File: src/rtl/vt52_pkg.sv
// vt52_pkg: shared VT52 character constants, special-key indices and the
// encoder sequencer state type.
//   No ports. Import with `import vt52_pkg::*;`.
package vt52_pkg;

   // Sequence framing bytes
   localparam logic [7:0] CHAR_ESC   = 8'h1B;
   localparam logic [7:0] CHAR_SLASH = 8'h2F;

   // Final bytes of the two-byte special-key sequences
   localparam logic [7:0] CHAR_A = 8'h41;
   localparam logic [7:0] CHAR_B = 8'h42;
   localparam logic [7:0] CHAR_C = 8'h43;
   localparam logic [7:0] CHAR_D = 8'h44;
   localparam logic [7:0] CHAR_H = 8'h48;
   localparam logic [7:0] CHAR_P = 8'h50;
   localparam logic [7:0] CHAR_Q = 8'h51;
   localparam logic [7:0] CHAR_R = 8'h52;

   // Special-key indices carried in key_code[2:0]
   localparam logic [2:0] KEY_UP    = 3'd0;
   localparam logic [2:0] KEY_DOWN  = 3'd1;
   localparam logic [2:0] KEY_RIGHT = 3'd2;
   localparam logic [2:0] KEY_LEFT  = 3'd3;
   localparam logic [2:0] KEY_HOME  = 3'd4;
   localparam logic [2:0] KEY_PF1   = 3'd5;
   localparam logic [2:0] KEY_PF2   = 3'd6;
   localparam logic [2:0] KEY_PF3   = 3'd7;

   // Longest sequence the encoder emits (identify reply)
   localparam int unsigned SEQ_MAX = 3;

   typedef enum logic {
      ST_IDLE,
      ST_SEND
   } state_e;

endpackage

File: src/rtl/keyboard_encoder_if.sv
// keyboard_encoder_if: key-event input and byte-output handshakes of the
// keyboard encoder.
//   key_code/key_special/key_valid/key_ready : key event from the scanner
//   ident_req                                : identify request pulse
//   out_data/out_valid/out_ready             : byte stream to the transmitter
//   modport slave  : the encoder
//   modport master : the surrounding scanner/command path/transmitter
interface keyboard_encoder_if;
   logic [7:0] key_code;
   logic       key_special;
   logic       key_valid;
   logic       key_ready;
   logic       ident_req;
   logic [7:0] out_data;
   logic       out_valid;
   logic       out_ready;

   modport slave (
      input  key_code,
      input  key_special,
      input  key_valid,
      output key_ready,
      input  ident_req,
      output out_data,
      output out_valid,
      input  out_ready
   );

   modport master (
      output key_code,
      output key_special,
      output key_valid,
      input  key_ready,
      output ident_req,
      input  out_data,
      input  out_valid,
      output out_ready
   );
endinterface

File: src/rtl/special_key_map.sv
// special_key_map: combinational map from a 3-bit special-key index to the
// final byte of its VT52 ESC sequence.
//   key_idx    in  3 : special-key index (KEY_UP..KEY_PF3)
//   final_char out 8 : byte sent after ESC
module special_key_map
   import vt52_pkg::*;
(
   input  logic [2:0] key_idx,
   output logic [7:0] final_char
);

   always_comb begin
      final_char = CHAR_A;
      unique case (key_idx)
         KEY_UP:    final_char = CHAR_A;
         KEY_DOWN:  final_char = CHAR_B;
         KEY_RIGHT: final_char = CHAR_C;
         KEY_LEFT:  final_char = CHAR_D;
         KEY_HOME:  final_char = CHAR_H;
         KEY_PF1:   final_char = CHAR_P;
         KEY_PF2:   final_char = CHAR_Q;
         KEY_PF3:   final_char = CHAR_R;
         default:   final_char = CHAR_A;
      endcase
   end

endmodule

File: src/rtl/keyboard_encoder.sv
// keyboard_encoder: turns key events and identify requests into the VT52
// byte stream sent to the host.
//   clk  in  : system clock, rising edge
//   clr  in  : asynchronous active-high reset
//   kbd  slave modport of keyboard_encoder_if:
//      key_code/key_special/key_valid/key_ready : key event handshake
//      ident_req                                : identify request pulse
//      out_data/out_valid/out_ready             : byte output handshake
module keyboard_encoder
   import vt52_pkg::*;
#(
   parameter logic [7:0] IDENT_CHAR = 8'h4B,
   parameter logic [7:0] ESC_CHAR   = 8'h1B
) (
   input  logic               clk,
   input  logic               clr,
   keyboard_encoder_if.slave  kbd
);

   state_e                    state_q, state_d;
   logic [SEQ_MAX-1:0][7:0]   seq_q, seq_d;
   logic [1:0]                idx_q, idx_d;
   logic [1:0]                len_q, len_d;
   logic                      ident_pend_q, ident_pend_d;
   // Set while the sequence being sent is an identify reply, so that
   // requests arriving during it are merged instead of queued again.
   logic                      ident_busy_q, ident_busy_d;

   logic [7:0]                mapped_char;
   logic                      key_ready;
   logic                      key_fire;
   logic                      load_ident;

   special_key_map u_special_key_map (
      .key_idx    (kbd.key_code[2:0]),
      .final_char (mapped_char)
   );

   // clr is in the term so the upstream sees not-ready while reset is held
   assign key_ready = (state_q == ST_IDLE) && !ident_pend_q && !kbd.ident_req && !clr;
   assign key_fire  = kbd.key_valid && key_ready;

   assign kbd.key_ready = key_ready;
   assign kbd.out_valid = (state_q == ST_SEND);
   assign kbd.out_data  = (state_q == ST_SEND) ? seq_q[idx_q] : 8'h00;

   always_comb begin
      state_d      = state_q;
      seq_d        = seq_q;
      idx_d        = idx_q;
      len_d        = len_q;
      ident_busy_d = ident_busy_q;
      load_ident   = 1'b0;

      unique case (state_q)
         ST_IDLE: begin
            if (ident_pend_q || kbd.ident_req) begin
               seq_d[0]     = ESC_CHAR;
               seq_d[1]     = CHAR_SLASH;
               seq_d[2]     = IDENT_CHAR;
               len_d        = 2'd3;
               idx_d        = 2'd0;
               ident_busy_d = 1'b1;
               load_ident   = 1'b1;
               state_d      = ST_SEND;
            end else if (key_fire) begin
               if (kbd.key_special) begin
                  seq_d[0] = ESC_CHAR;
                  seq_d[1] = mapped_char;
                  len_d    = 2'd2;
               end else begin
                  seq_d[0] = kbd.key_code;
                  len_d    = 2'd1;
               end
               idx_d        = 2'd0;
               ident_busy_d = 1'b0;
               state_d      = ST_SEND;
            end
         end
         ST_SEND: begin
            if (kbd.out_ready) begin
               if (idx_q == len_q - 2'd1) begin
                  idx_d        = 2'd0;
                  ident_busy_d = 1'b0;
                  state_d      = ST_IDLE;
               end else begin
                  idx_d = idx_q + 2'd1;
               end
            end
         end
         default: state_d = ST_IDLE;
      endcase
   end

   always_comb begin
      ident_pend_d = ident_pend_q;
      if (load_ident) begin
         ident_pend_d = 1'b0;
      end else if (kbd.ident_req && !((state_q == ST_SEND) && ident_busy_q)) begin
         ident_pend_d = 1'b1;
      end
   end

   always_ff @(posedge clk or posedge clr) begin
      if (clr) begin
         state_q      <= ST_IDLE;
         seq_q        <= '0;
         idx_q        <= 2'd0;
         len_q        <= 2'd0;
         ident_pend_q <= 1'b0;
         ident_busy_q <= 1'b0;
      end else begin
         state_q      <= state_d;
         seq_q        <= seq_d;
         idx_q        <= idx_d;
         len_q        <= len_d;
         ident_pend_q <= ident_pend_d;
         ident_busy_q <= ident_busy_d;
      end
   end

endmodule

File: src/flat_wrapper.sv
// flat-port wrapper written by rule: the top's interface ports become plain ports
module keyboard_encoder_flat import vt52_pkg::*;
#(
   parameter logic [7:0] IDENT_CHAR = 8'h4B,
   parameter logic [7:0] ESC_CHAR   = 8'h1B
)
  (clk, clr, kbd_key_code, kbd_key_special, kbd_key_valid, kbd_key_ready, kbd_ident_req, kbd_out_data, kbd_out_valid, kbd_out_ready);
  keyboard_encoder_if kbd_i ();
  input  logic clk;
  input  logic clr;
  input wire logic [$bits(kbd_i.key_code)-1:0] kbd_key_code;
  input wire logic [$bits(kbd_i.key_special)-1:0] kbd_key_special;
  input wire logic [$bits(kbd_i.key_valid)-1:0] kbd_key_valid;
  output wire logic [$bits(kbd_i.key_ready)-1:0] kbd_key_ready;
  input wire logic [$bits(kbd_i.ident_req)-1:0] kbd_ident_req;
  output wire logic [$bits(kbd_i.out_data)-1:0] kbd_out_data;
  output wire logic [$bits(kbd_i.out_valid)-1:0] kbd_out_valid;
  input wire logic [$bits(kbd_i.out_ready)-1:0] kbd_out_ready;
  assign kbd_i.key_code = kbd_key_code;
  assign kbd_i.key_special = kbd_key_special;
  assign kbd_i.key_valid = kbd_key_valid;
  assign kbd_key_ready = kbd_i.key_ready;
  assign kbd_i.ident_req = kbd_ident_req;
  assign kbd_out_data = kbd_i.out_data;
  assign kbd_out_valid = kbd_i.out_valid;
  assign kbd_i.out_ready = kbd_out_ready;
  keyboard_encoder #(.IDENT_CHAR(IDENT_CHAR), .ESC_CHAR(ESC_CHAR)) u_core (.clk(clk), .clr(clr), .kbd(kbd_i));
endmodule
File: config.mk
export PLATFORM = sky130hd
export DESIGN_NAME = keyboard_encoder_flat
export DESIGN_NICKNAME = d
export VERILOG_FILES = /design/src/rtl/vt52_pkg.sv /design/src/rtl/keyboard_encoder_if.sv /design/src/rtl/special_key_map.sv /design/src/rtl/keyboard_encoder.sv /design/src/flat_wrapper.sv
export SDC_FILE = /design/constraint.sdc
export NUM_CORES = 1
export LEC_CHECK = 0
export ABC_AREA = 1
export CAP_MARGIN = 20
export CORE_AREA = 3 3 58 86
export DETAILED_ROUTE_END_ITERATION = 8
export DIE_AREA = 0 0 61 89
export GPL_ROUTABILITY_DRIVEN = 0
export HOLD_SLACK_MARGIN = 0.05
export MAX_ROUTING_LAYER = met4
export SLEW_MARGIN = 20
export SYNTH_ARGS = -nofsm -noshare
export SYNTH_HDL_FRONTEND = slang
export SYNTH_SLANG_ARGS = --single-unit
File: constraint.sdc
create_clock -name clk -period 1.73 [get_ports clk]
set_input_delay 0.173 -clock clk [delete_from_list [all_inputs] [get_ports clk]]
set_output_delay 0.173 -clock clk [all_outputs]
set_load 0.1 [all_outputs]
==> results.json <==
{
  "outcome": "finished, final reports clean",
  "grt_remaining_overflow": 0,
  "finalWorstSetupSlack_ns": 0.07672,
  "cts_buffers": 3,
  "io_pins": 24,
  "grt_pass1_vias": 1108,
  "synth_cell_types": 22,
  "path_max_fanout": 7,
  "maxSlewHeadroom": 0.7708,
  "initial_utilization": 0.2959,
  "clk_latency_ns": 0.27,
  "cp_slowest_cell": "dfrtp_2",
  "cts_root_buffer": "clkbuf_8",
  "slowest_delay_ns": 0.45,
  "drc": 0,
  "yosys-top-cells-area": "dfrtp_1, o21ai_0, nand2_1, inv_1, nand3_1",
  "die_area_mm2": 0.005429,
  "ys_seq_elements": 23,
  "clkSinkCount": 23,
  "ys_warn_count": 0,
  "final_antenna_net_count": 0,
  "fp.dieH_um": 89,
  "yosysSeqAreaShare": 0.4505,
  "syn_inst": 159,
  "skew_ns": 0.005983,
  "clk_pin_slew_ns": 0.07,
  "worst-r2r-cell-count": 5,
  "path_cells": "buf_4 > o21ai_0 > o21ai_4 > buf_12",
  "first_iter_violations": 21,
  "hold_path_class": "input pin to async pin",
  "synthesis.area_mm2": 0.001277,
  "fin_nets": 210,
  "routed_wl_um": 3023,
  "dieWidth_um": 61,
  "max_freq_ghz": 0.6049,
  "place_ws_ns": 0.1315,
  "grt_pass1_wl_um": 5030,
  "grt_use_total": 0.1278,
  "dp.cells": 230,
  "crit_arrival_ns": 1.48,
  "synth_area_leader_cell": "dfrtp_1",
  "critPathRequiredTime_ns": 1.56,
  "io_buffers": 23,
  "n_antenna_cell": 0,
  "viasPerCell": 4.595,
  "period_share": 0.9557,
  "wl_per_cell_um": 12.76,
  "synthesis.nets": 177,
  "drv_cap": 0,
  "finalCriticalPeriod_ns": 1.653,
  "fin_util": 0.4323,
  "via_count": 1089,
  "cts_tree": "done",
  "dr.pass1.iters": 4,
  "row_count": 29,
  "maxSlewViolCount": 0,
  "dp_hpwl_um": 2348,
  "end_kind": "output pin",
  "antenna_found_initial": 0,
  "critical_path_class": "flop to output pin",
  "syn_avg_cell_area_um2": 8.034,
  "worstMarginPinSlew_ns": 0.3402,
  "grt_start_max_net_pins": 21,
  "coreArea_mm2": 0.004318,
  "finalHoldViolCount": 0,
  "drive_above_1_share": 0.2827,
  "setup_viol": 0,
  "area_growth_pct": 46.13,
  "n_fill_cell": 427,
  "fin_cells": 237,
  "cp-start-kind": "flop",
  "clock_path_buffers": 2,
  "synth_top_area_share": 0.4505,
  "htreeDepth": 1
}
[worst max-delay path, delay by kind of cell (launching register included)]
kind                   cells  cell delay (ns)
DFF                        1             0.45
AOI/OAI and AO/OA          2             0.40
buffers and inverters      2             0.36
[logic make-up (layout without fill, tap and decap cells)]
| kind of cell | Yosys count | count (layout) | synth area share |
|---|---|---|---|
| AND/OR/NAND/NOR | 63 | 63 | 0.2321 |
| AO/OA/AOI/OAI | 37 | 37 | 0.1626 |
| adder cells (fa/ha/maj) | 4 | 4 | 0.03918 |
| buffers and inverters | 31 | 63 | 0.1087 |
| flip-flops | 23 | 23 | 0.4505 |
| XOR/XNOR | 1 | 1 | 0.006857 |
[sequential cells by signal, summed over array words and instances (netlist names)]
name                  flops
u_core.kbd.out_valid      1
u_core.idx_q              2
u_core.ident_pend_q       1
u_core.seq_q             16
u_core.len_q              2
u_core.ident_busy_q       1
[worst paths after layout]
path	start	slack, ns	end
max	u_core.idx_q[0]	0.08	kbd_out_data[6]
min	clr	0.28	u_core.kbd.out_valid
max reg2reg	u_core.kbd.out_valid	0.32	u_core.seq_q[14]
min reg2reg	u_core.ident_busy_q	0.45	u_core.ident_pend_q
max in group asynchronous	clr	1.16	u_core.seq_q[4]
min in group clk	u_core.ident_busy_q	0.45	u_core.ident_pend_q
[per-stage QoR]
stage / hold WS (ns) / setup TNS, ns / instance area [um^2]
finish: 0.2837 / 0 / 1867
global route: 0.3149 / -0.0008283 / 1867
CTS: 0.2882 / 0 / 1849
detailed placement: 0.4401 / 0 / 1793
global placement: 0.4479 / 0 / 1793
floorplan: 0.1919 / -0.1799 / 1400
[Yosys cell counts (all sizes together)]
library cell and n:
a211oi 2, a21boi 1, a21oi 6, buf 5, dfrtp 23, ha 4, inv 26, nand2 39
nand3 11, nand4 2, nor2 10, nor3 1, o21ai 28, xnor2 1
[cells in the final DEF (no fill, tap or decap), types with 4 or more instances in the layout]
master,count
ha_1,4
nand2_1,30
dfrtp_1,20
inv_1,22
nor2_1,7
buf_12,10
o21ai_4,4
o21ai_1,5
clkdlybuf4s50_1,13
o21ai_0,15
buf_4,9
nand3_1,11
o21ai_2,4
nand2_2,7
[metal layers]
layer | track usage | routed length (um) | share of wire | up-vias
li1 | - | - | - | 570
met1 | 0.1544 | 1269 | 0.42 | 498
met2 | 0.2093 | 1661 | 0.55 | 18
met3 | 0.01445 | 61 | 0.020 | 3
met4 | 0.05917 | 30 | 0.0099 | 0
met5 | - | 0 | 0 | -
[layout make-up]
class / instances / area [um^2] / share of cell area
Inverter: 26 / 108.9 / 0.05831
Multi-Input combinational cell: 105 / 668.1 / 0.3579
Timing Repair Buffer: 32 / 397.9 / 0.2131
Tap cell: 46 / 57.56 / 0.03083
Clock buffer: 4 / 45.04 / 0.02413
Sequential cell: 23 / 581.8 / 0.3117
Timing Repair inverter: 1 / 7.507 / 0.004021
[what timing repair did]
item / in CTS / in global routing
gates resized for setup: 1 / 7
buffers inserted: 1 / 1
setup endpoints to repair: 6 / 7
hold buffers: 0 / 0
cloned: 0 / 1
Power is left out: the tool's default activity adds up to more than one toggle a clock period on the data nets, which glitch-free logic cannot reach.
